`src/rtl/fetch_pkg.sv`:
```
// Shared types and defaults for the instruction-fetch front end.
package fetch_pkg;

    localparam int                    XLEN_DEF     = 32;
    localparam logic [XLEN_DEF-1:0]   RESET_PC_DEF = 32'h0000_0000;

    typedef enum logic {
        IDLE = 1'b0,
        RUN  = 1'b1
    } state_e;

    typedef struct packed {
        logic [XLEN_DEF-1:0] inst;
        logic [XLEN_DEF-1:0] pc;
    } fq_entry_t;

endpackage

```
`src/rtl/fetch_fifo.sv`:
```
// Synchronous FIFO with flush; pointers carry an extra wrap bit to tell full from empty.
module fetch_fifo #(
    parameter int WIDTH = 64,
    parameter int DEPTH = 4
) (
    input  logic                     clk,
    input  logic                     rst_n,
    input  logic                     push,
    input  logic                     pop,
    input  logic                     flush,
    input  logic [WIDTH-1:0]         wdata,
    output logic [WIDTH-1:0]         rdata,
    output logic                     full,
    output logic                     empty,
    output logic [$clog2(DEPTH):0]   count
);

    localparam int AW = $clog2(DEPTH);

    logic [WIDTH-1:0] mem_r [DEPTH];
    logic [AW:0]      wr_ptr_r;
    logic [AW:0]      rd_ptr_r;
    logic             do_push_s;
    logic             do_pop_s;

    assign empty = (wr_ptr_r == rd_ptr_r);
    assign full  = (wr_ptr_r[AW] != rd_ptr_r[AW]) && (wr_ptr_r[AW-1:0] == rd_ptr_r[AW-1:0]);
    assign count = wr_ptr_r - rd_ptr_r;
    assign rdata = mem_r[rd_ptr_r[AW-1:0]];

    // A push/pop pair always completes together, even at full or empty.
    always_comb begin
        do_push_s = push && (!full || pop);
        do_pop_s  = pop && (!empty || push);
    end

    // Read/write pointers; flush empties the FIFO and wins over push/pop.
    always_ff @(posedge clk or negedge rst_n) begin
        if (!rst_n) begin
            wr_ptr_r <= {(AW+1){1'b0}};
            rd_ptr_r <= {(AW+1){1'b0}};
        end else if (flush) begin
            wr_ptr_r <= {(AW+1){1'b0}};
            rd_ptr_r <= {(AW+1){1'b0}};
        end else begin
            if (do_push_s) begin
                wr_ptr_r <= wr_ptr_r + {{AW{1'b0}}, 1'b1};
            end
            if (do_pop_s) begin
                rd_ptr_r <= rd_ptr_r + {{AW{1'b0}}, 1'b1};
            end
        end
    end

    // Storage array; contents are only observable through a valid head.
    always_ff @(posedge clk) begin
        if (do_push_s && !flush) begin
            mem_r[wr_ptr_r[AW-1:0]] <= wdata;
        end
    end

endmodule

```
`src/rtl/fetch_unit_chk.sv`:
```
// Protocol and bookkeeping assertions for fetch_unit.
module fetch_unit_chk #(
    parameter int XLEN = 32,
    parameter int OW   = 2,
    parameter int PW   = 2
) (
    input  logic            clk,
    input  logic            rst_n,
    input  logic            start,
    input  logic            req,
    input  logic            gnt,
    input  logic [XLEN-1:0] addr,
    input  logic            rvalid,
    input  logic            redirect,
    input  logic [OW-1:0]   outst,
    input  logic [PW-1:0]   pc_count,
    input  logic            pc_full,
    input  logic            pc_empty,
    input  logic            q_push,
    input  logic            q_pop,
    input  logic            q_full
);

    a_rvalid_outst: assert property (@(posedge clk) disable iff (!rst_n)
        rvalid |-> (outst != {OW{1'b0}}))
        else $error("imem response with no request outstanding");

    a_rvalid_pc: assert property (@(posedge clk) disable iff (!rst_n)
        rvalid |-> !pc_empty)
        else $error("imem response with in-flight PC FIFO empty");

    a_gnt_pc: assert property (@(posedge clk) disable iff (!rst_n)
        (req && gnt && !rvalid) |-> !pc_full)
        else $error("grant with in-flight PC FIFO full");

    a_pc_track: assert property (@(posedge clk) disable iff (!rst_n)
        32'(pc_count) == 32'(outst))
        else $error("in-flight PC count diverged from outstanding counter");

    a_req_hold: assert property (@(posedge clk) disable iff (!rst_n)
        (req && !gnt && !redirect && start) |=> (req && $stable(addr)))
        else $error("request retracted or address changed before grant");

    a_no_overflow: assert property (@(posedge clk) disable iff (!rst_n)
        (q_push && !redirect) |-> (!q_full || q_pop))
        else $error("instruction queue overflow");

endmodule

```
`src/rtl/fetch_unit.sv`:
```
// Instruction-fetch front end: sequential PC generation, credit-limited imem requests,
// in-order response queue toward decode, and redirect squashing of wrong-path work.
module fetch_unit
    import fetch_pkg::*;
#(
    parameter int              XLEN      = XLEN_DEF,
    parameter logic [XLEN-1:0] RESET_PC  = XLEN'(RESET_PC_DEF),
    parameter int              FQ_DEPTH  = 4,
    parameter int              MAX_OUTST = 2
) (
    input  logic            clk_i,
    input  logic            rst_i,
    input  logic            start_i,
    output logic            imem_req_o,
    output logic [XLEN-1:0] imem_addr_o,
    input  logic            imem_gnt_i,
    input  logic            imem_rvalid_i,
    input  logic [XLEN-1:0] imem_rdata_i,
    input  logic            redirect_i,
    input  logic [XLEN-1:0] redirect_pc_i,
    output logic            inst_valid_o,
    output logic [XLEN-1:0] inst_o,
    output logic [XLEN-1:0] inst_pc_o,
    input  logic            inst_ready_i
);

    localparam int CW      = $clog2(FQ_DEPTH) + 1;
    localparam int OW      = $clog2(MAX_OUTST + 1);
    localparam int SW      = ((CW > OW) ? CW : OW) + 1;
    // In-flight PC FIFO rounded up to a power of two so the wrap-bit pointers work.
    localparam int PCD_AW  = (MAX_OUTST <= 2) ? 1 : $clog2(MAX_OUTST);
    localparam int PCD     = 1 << PCD_AW;

    state_e            state_r;
    state_e            state_nx_s;
    logic [XLEN-1:0]   pc_r;
    logic [XLEN-1:0]   pc_nx_s;
    logic [OW-1:0]     outst_r;
    logic [OW-1:0]     outst_nx_s;
    logic [OW-1:0]     discard_r;
    logic [OW-1:0]     discard_nx_s;
    logic              req_s;
    logic              fire_s;
    logic              q_push_s;
    logic              q_pop_s;
    logic              q_full_s;
    logic              q_empty_s;
    logic [CW-1:0]     q_count_s;
    logic [2*XLEN-1:0] q_rdata_s;
    logic [XLEN-1:0]   pcf_rdata_s;
    logic              pcf_full_s;
    logic              pcf_empty_s;
    logic [PCD_AW:0]   pcf_count_s;

    // FSM state register.
    always_ff @(posedge clk_i or negedge rst_i) begin
        if (!rst_i) begin
            state_r <= IDLE;
        end else begin
            state_r <= state_nx_s;
        end
    end

    // FSM next state: fetch runs exactly while start_i is high.
    always_comb begin
        state_nx_s = state_r;
        case (state_r)
            IDLE: begin
                if (start_i) state_nx_s = RUN;
                else         state_nx_s = IDLE;
            end
            RUN: begin
                if (!start_i) state_nx_s = IDLE;
                else          state_nx_s = RUN;
            end
            default: state_nx_s = IDLE;
        endcase
    end

    // FSM outputs: request only while queue slots cover every in-flight response.
    always_comb begin
        req_s = 1'b0;
        if ((state_r == RUN) &&
            ((SW'(q_count_s) + SW'(outst_r)) < SW'(FQ_DEPTH)) &&
            (outst_r < OW'(MAX_OUTST))) begin
            req_s = 1'b1;
        end else begin
            req_s = 1'b0;
        end
        fire_s = req_s && imem_gnt_i;
    end

    // Next-state values for pc, outstanding and discard counters.
    always_comb begin
        outst_nx_s = outst_r + OW'(fire_s) - OW'(imem_rvalid_i);
        if (redirect_i) begin
            // Everything still in flight after this cycle is wrong-path.
            discard_nx_s = outst_nx_s;
        end else if (imem_rvalid_i && (discard_r != {OW{1'b0}})) begin
            discard_nx_s = discard_r - OW'(1'b1);
        end else begin
            discard_nx_s = discard_r;
        end
        if (redirect_i) begin
            pc_nx_s = redirect_pc_i & ~(XLEN'(3));
        end else if (fire_s) begin
            pc_nx_s = pc_r + XLEN'(4);
        end else begin
            pc_nx_s = pc_r;
        end
        q_push_s = imem_rvalid_i && (discard_r == {OW{1'b0}});
        q_pop_s  = inst_valid_o && inst_ready_i;
    end

    // PC and request-accounting registers.
    always_ff @(posedge clk_i or negedge rst_i) begin
        if (!rst_i) begin
            pc_r      <= RESET_PC;
            outst_r   <= {OW{1'b0}};
            discard_r <= {OW{1'b0}};
        end else begin
            pc_r      <= pc_nx_s;
            outst_r   <= outst_nx_s;
            discard_r <= discard_nx_s;
        end
    end

    fetch_fifo #(.WIDTH(2*XLEN), .DEPTH(FQ_DEPTH)) u_inst_q (
        .clk   (clk_i),
        .rst_n (rst_i),
        .push  (q_push_s),
        .pop   (q_pop_s),
        .flush (redirect_i),
        .wdata ({imem_rdata_i, pcf_rdata_s}),
        .rdata (q_rdata_s),
        .full  (q_full_s),
        .empty (q_empty_s),
        .count (q_count_s)
    );

    fetch_fifo #(.WIDTH(XLEN), .DEPTH(PCD)) u_pc_q (
        .clk   (clk_i),
        .rst_n (rst_i),
        .push  (fire_s),
        .pop   (imem_rvalid_i),
        .flush (1'b0),
        .wdata (pc_r),
        .rdata (pcf_rdata_s),
        .full  (pcf_full_s),
        .empty (pcf_empty_s),
        .count (pcf_count_s)
    );

    assign imem_req_o   = req_s;
    assign imem_addr_o  = pc_r;
    assign inst_valid_o = !q_empty_s;
    assign inst_o       = q_empty_s ? {XLEN{1'b0}} : q_rdata_s[2*XLEN-1:XLEN];
    assign inst_pc_o    = q_empty_s ? {XLEN{1'b0}} : q_rdata_s[XLEN-1:0];

    fetch_unit_chk #(.XLEN(XLEN), .OW(OW), .PW(PCD_AW+1)) u_chk (
        .clk      (clk_i),
        .rst_n    (rst_i),
        .start    (start_i),
        .req      (req_s),
        .gnt      (imem_gnt_i),
        .addr     (pc_r),
        .rvalid   (imem_rvalid_i),
        .redirect (redirect_i),
        .outst    (outst_r),
        .pc_count (pcf_count_s),
        .pc_full  (pcf_full_s),
        .pc_empty (pcf_empty_s),
        .q_push   (q_push_s),
        .q_pop    (q_pop_s),
        .q_full   (q_full_s)
    );

endmodule

```
`config.mk`:
```
export PLATFORM = sky130hd
export DESIGN_NAME = fetch_unit
export DESIGN_NICKNAME = d
export VERILOG_FILES = /design/src/rtl/fetch_pkg.sv /design/src/rtl/fetch_fifo.sv /design/src/rtl/fetch_unit_chk.sv /design/src/rtl/fetch_unit.sv
export SDC_FILE = /design/constraint.sdc
export NUM_CORES = 1
export LEC_CHECK = 0
export BUFFER_PORTS_ARGS = -buffer_cell sky130_fd_sc_hd__buf_2
export CELL_PAD_IN_SITES_DETAIL_PLACEMENT = 1
export CELL_PAD_IN_SITES_GLOBAL_PLACEMENT = 1
export CORE_MARGIN = 1.5
export CORE_UTILIZATION = 45
export DETAILED_ROUTE_END_ITERATION = 12
export HOLD_SLACK_MARGIN = 0.1
export MAX_ROUTING_LAYER = met4
export PLACE_DENSITY_LB_ADDON = 0.1
export SLEW_MARGIN = 20
export SYNTH_ARGS = -nofsm -noshare
export SYNTH_HDL_FRONTEND = slang
export SYNTH_SLANG_ARGS = --single-unit
```
`constraint.sdc`:
```
create_clock -name clk_i -period 4.9 [get_ports clk_i]
set_input_delay 0.98 -clock clk_i [delete_from_list [all_inputs] [get_ports clk_i]]
set_output_delay 0.98 -clock clk_i [all_outputs]
set_load 0.03 [all_outputs]
```
# Yosys cells after proc, flatten, opt, wreduce, memory -nomap -nowiden
# Memory sizes are Yosys's and may differ from the RTL's.
# Index checks and enable logic that the tools add are counted.
# classes
magnitude_cmp	2
reduce_logical	28
eq_ne	6
n_mux	16
n_addsub	10
# ops
cell	count
$mux 32	4
$add 32x3->32 const B	1
$logic_and 1x1->1	13
$mux 3	4
$reduce_bool 2->1	5
$add 3x1->3 const B	2
$mux 1	6
$logic_not 1->1	5
$add 2x1->2 const B	2
$add 3x2->4	1
$eq 2x2->1	2
$logic_or 1x1->1	4
$lt 4x3->1 const B	1
$mux 2	2
$eq 3x3->1	1
$sub 3x3->3	1
$add 2x1->2	1
$logic_not 2->1	1
$lt 2x2->1 const B	1
$ne 1x1->1	2
$sub 2x1->2	1
$sub 2x1->2 const B	1
$eq 1x1->1	1
# word_totals
mem_bits_rw	320
ff_bits	47
mem_count	2
input_bits	71
elab_cells	72
# mem_list
memory	words	word_bits	rd	rd_ports_with_merged_regs	write_ports	line	rtl
u_inst_q.mem_r	4	64	1	0	1	fetch_fifo.sv:20	logic [WIDTH-1:0] mem_r [DEPTH];
u_pc_q.mem_r	2	32	1	0	1	fetch_fifo.sv:20	

# Longest topological paths before layout
# depth
ltp_word	10
mapped_depth	16
depth_no_buf	16

# Modules after synthesis
# From an unflattened synthesis, not the netlist that was laid out.
# unflattened
cells_unflattened	861
area_unflattened_um2	15004.4
# modules_own_cells
mod	n_inst	cells_per_inst	area_each_um2	seq_area_each_um2
fetch_fifo (u_inst_q)	1	389	9733.1	7837.5
fetch_fifo (u_pc_q)	1	140	2637.5	2021.9
fetch_unit	1	332	2633.8	875.8

# Worst setup path before layout
# OpenSTA, ideal clock, no wires.
# synth_timing
path_type	register to register
start	register u_inst_q.rd_ptr_r[1]
end	memory u_pc_q.mem_r[0][10] (netlist bit), enable pin
t_arrival_ps	4633
stages_incl_launch_ff	11
period_less_slack_ps	5087
t_required_ps	4445
path_slack_ps	-187
path_buffers	2
setup_time_ps	455
cell_sequence	dfrtp_1 -> clkbuf_1 -> clkbuf_1 -> inv_1 -> fa_1 -> ha_1 -> nand3b_1 -> nand4_4 -> nor2_2 -> inv_1 -> nor3_1
# synth_via
elab_chain_cells	10
# synth_rtl
item	line	rtl
from (decl)	fetch_fifo.sv:22	logic [AW:0] rd_ptr_r;
from (signal assigned)	fetch_fifo.sv:41	rd_ptr_r <= {(AW+1){1'b0}};
from (signal assigned)	fetch_fifo.sv:44	rd_ptr_r <= {(AW+1){1'b0}};
from (signal assigned)	fetch_fifo.sv:50	rd_ptr_r <= rd_ptr_r + {{AW{1'b0}}, 1'b1};
$sub 3x3->3	fetch_fifo.sv:28	assign count = wr_ptr_r - rd_ptr_r;
$add 3x2->4	fetch_unit.sv:84	((SW'(q_count_s) + SW'(outst_r)) < SW'(FQ_DEPTH)) &&
$lt 4x3->1	fetch_unit.sv:84	
$logic_and 1x1->1	fetch_unit.sv:83	if ((state_r == RUN) &&
$logic_and 1x1->1	fetch_unit.sv:84	
$mux 1	fetch_unit.sv:83	
$logic_and 1x1->1	fetch_unit.sv:90	fire_s = req_s && imem_gnt_i;
$logic_and 1x1->1	fetch_fifo.sv:33	do_push_s = push && (!full || pop);
$mux 1	fetch_fifo.sv:57	if (do_push_s && !flush) begin
$mux 1 (implied by the code)	fetch_fifo.sv:58	mem_r[wr_ptr_r[AW-1:0]] <= wdata;
to (decl)	fetch_fifo.sv:20	
# No other way between the ends.

# Worst setup path in the final report
# layout_timing
start	register u_inst_q.wr_ptr_r[0]
end	output imem_req_o
# layout_via
elab_chain_cells	6
# layout_rtl
item	line	rtl
from (decl)	fetch_fifo.sv:21	logic [AW:0] wr_ptr_r;
from (signal assigned)	fetch_fifo.sv:40	wr_ptr_r <= {(AW+1){1'b0}};
from (signal assigned)	fetch_fifo.sv:43	wr_ptr_r <= {(AW+1){1'b0}};
from (signal assigned)	fetch_fifo.sv:47	wr_ptr_r <= wr_ptr_r + {{AW{1'b0}}, 1'b1};
$sub 3x3->3	fetch_fifo.sv:28	
$add 3x2->4	fetch_unit.sv:84	
$lt 4x3->1	fetch_unit.sv:84	
$logic_and 1x1->1	fetch_unit.sv:83	
$logic_and 1x1->1	fetch_unit.sv:84	
$mux 1	fetch_unit.sv:83	
to (decl)	fetch_unit.sv:14	output logic imem_req_o,
# No other way between the ends.

==> metrics.md <==
| Metric | Value |
|---|---|
| WL/cell | 21.2 um |
| WS Path Type | reg -> out |
| Slew Limit Fails | 0 |
| Setup TNS | 0 ns |
| H-tree levels | 2 |
| Yosys reg bits | 353 |
| CP startpoint kind | register |
| HP Class | reg -> reg |
| Yosys top cell by area | edfxtp_1 |
| Crit path capture type | primary output |
| Seq/Total Area, Yosys | 72.7% |
| Post-Syn Instances | 799 |
| Root Buffer | clkbuf_16 |
| Post-synth top flop | edfxtp_1 |
| # resized after CTS | 0 |
| Die X | 181 um |
| Post-Syn Area | 14300 um2 |
| # rows | 65 |
| Met1 Routed Length | 13700 um |
| Largest cells by area after synthesis | edfxtp_1, mux4_2, dfrtp_1 |
| Synth Area per Inst | 17.9 um2 |
| Fin crit share | 84.2% |
| Max VDD drop | 0.296 mV |
| Unrepaired setup endpoints after global routing | no |
| Worst Skew | 0.0164 ns |
| Min Tclk post-route | 4.13 ns |
| Status | complete, no violations |
| Core Area | 31400 um2 |
| CP bufs+invs | 4 |
| Sw Share | 31.7% |
| Vias | 7519 |
| Net Sw Power | 2.94 mW |
| GRT overflow | 0 |
| Slew at the pin closest to its max-slew limit | 1.03 ns |
| Mean number of vias per cell | 5.34 |
| Proportion of power drawn by combinational gates | 28.0% |
| Dpl ws | 1.23 ns |
| First-pass GRT wire length | 47000 um |
| Hold buffer count at CTS | 0 |
| DR WL met3 | 1140 um |
| Vias in the first global route | 8101 |
| Worst-path maximum fanout | 18 |
| Distinct cells, synth | 51 |
| Layout cells sized above 1 | 34.1% |
| Area Growth Syn to Fin | 18.2% |
| Fraction of power consumed by the clock network | 31.7% |
| Power density cells | 550 nW/um2 |
| GRT Total Usage | 19.3% |
| Setup ws final | 0.774 ns |
| Most frequent cell after synthesis | edfxtp_1 |
| DIE HEIGHT | 181 um |
| Initial cell density of the core | 45.5% |
| Slew HR | 31.6% |
| Worst-path cell chain | inv_1 > ha_1 > inv_1 > fa_1 > ha_1 > nor2_1 > nand4_4 > inv_2 > buf_2 |
| Register share of total power | 40.3% |
| # clock sinks | 353 |
| Worst path slowest cell | fa_1 |
| Die area | 32800 um2 |
| Met2 wire len | 14500 um |
| Max_cap viols | 0 |
| Leak pwr | 5.93 nW |
| Drt pass-1 iters | 4 |
| Critical path's top delay family | buffers and inverters |
| IO Port Bufs | 162 |
| Highest metal used | met4 |
| Worst skew pair latency | 0.52 ns |
| Worst path max stage delay | 0.46 ns |
| Commonest cells post-synth | edfxtp_1, and2_1, mux4_2, dfrtp_1, nand2_1 |
| Pin count of the biggest net entering global routing | 65 |
| Async SR Flop Fraction | 12.7% |
| P_int | 6.34 mW |
| CTS tree | built |
| Clk slew on worst S/H paths | 0.06 ns |
| Req. time, crit path | 3.92 ns |
| Initial antenna violation count | 1 |
| Residual DRC | 0 |
| Top-area cell type share of the netlist area | 64.8% |
| # fillers | 2930 |
| Ys Warns | 0 |
| F_max | 0.242 GHz |
| CTS Buf Count | 40 |
| Post-route ant nets | 0 |
| CTS max path bufs | 3 |
| DP HPWL | 18000 um |
| Final setup viols | 0 |
| Routed wire length | 29900 um |
| Post-CTS setup buffers | 0 |
| 1st-iter DRT viols | 387 |
| Arr. time, crit path | 3.15 ns |
| Last weighted congestion value of the routability-driven placer | 0.823 |
| I/O pins | 169 |
| EDFF count, synth | 308 |
| Layout Nets | 1061 |
| Hold Fails Final Rpt | 0 |
==> power groups by stage <==
stage               clock network [mW]  registers [mW]  logic, mW
global placement                     0            3.79       2.62
finish                            2.94            3.74       2.59
floorplan                            0            3.81       1.84
CTS                               3.01            3.74       2.66
global route                      3.11            3.77       2.81
detailed placement                   0            3.80       2.65
==> layout by cell type (no fill, tap or decap), types with 4 or more instances in the layout <==
master / count
mux4_2: 62
clkbuf_1: 8
nand4_1: 10
nor4_1: 6
o21ai_0: 26
nand3_1: 15
mux2_2: 32
a21oi_1: 4
inv_1: 12
a31oi_1: 4
and3_1: 4
clkbuf_16: 40
edfxtp_1: 308
and3_4: 4
clkinv_1: 8
dfrtp_1: 43
xor2_1: 12
xnor2_1: 19
mux2i_1: 4
buf_2: 162
ha_1: 12
clkinv_2: 5
bufinv_16: 5
conb_1: 4
nor3_1: 7
nand2_1: 45
nor2_1: 22
buf_4: 10
and2_1: 64
==> per-layer routing <==
metal,up-vias,global-route usage (%)
li1,3444,-
met1,3870,25.7
met2,162,31.2
met3,43,3.29
met4,0,4.57
met5,-,-
==> logic make-up (layout without fill, tap and decap cells) <==
| logic type | Yosys count | count (layout) | synth area share (%) |
|---|---|---|---|
| xor gates and xnor gates | 32 | 32 | 2.08 |
| muxes | 98 | 98 | 12.6 |
| adders and majority gates | 13 | 13 | 1.19 |
| DFF | 353 | 353 | 72.7 |
| and+or+nand+nor | 203 | 203 | 8.03 |
| buffers and inverters | 54 | 258 | 1.62 |
| AOI/OAI and AO/OA | 45 | 45 | 1.79 |
| other | 1 | 5 | 0.0263 |
==> final timing paths <==
check	from	to	slack (ns)	depth (start not counted)
min in group asynchronous	rst_i	imem_addr_o[23]	0.56	2
hold / removal	imem_addr_o[24]	u_pc_q.mem_r[0][24]	0.55	0
max in group asynchronous	rst_i	u_inst_q.rd_ptr_r[0]	3.86	2
setup reg to reg	u_inst_q.wr_ptr_r[0]	discard_r[1]	1.24	16
hold reg to reg	imem_addr_o[24]	u_pc_q.mem_r[0][24]	0.55	0
setup / recovery	u_inst_q.wr_ptr_r[0]	imem_req_o	0.77	9
==> area by class of cell <==
type,count,area [um2],share of cell area [%]
clock buffers,50,1060,6.27
clock inverters,21,243,1.44
multi-input cells,395,3730,22.1
well taps,402,503,2.98
flip-flops and latches,353,10400,61.5
inverters,14,52.6,0.311
repair buffers,173,906,5.37
diodes,1,2.50,0.0148
==> flip-flops by register name, indices dropped and copies added, names as in the netlist <==
register,cells
u_pc_q.wr_ptr_r,2
u_pc_q.mem_r,60
discard_r,2
imem_addr_o,30
u_pc_q.rd_ptr_r,2
outst_r,2
u_inst_q.wr_ptr_r,3
u_inst_q.mem_r,248
u_inst_q.rd_ptr_r,3
state_r,1
==> per-stage QoR <==
stage | utilization [%] | total power [mW] | area [um2] | hold WS [ns] | cells
after detailed placement | 49.6 | 6.45 | 15600 | 0.536 | 1337
after CTS | 53.7 | 9.41 | 16900 | 0.549 | 1408
after global placement | 49.6 | 6.41 | 15600 | 0.521 | 1337
after global routing | 53.7 | 9.69 | 16900 | 0.577 | 1409
final | 53.7 | 9.28 | 16900 | 0.547 | 1409
after floorplan | - | 5.65 | 14300 | 0.493 | 802
Note: power is estimated with default switching activity, not from simulation.
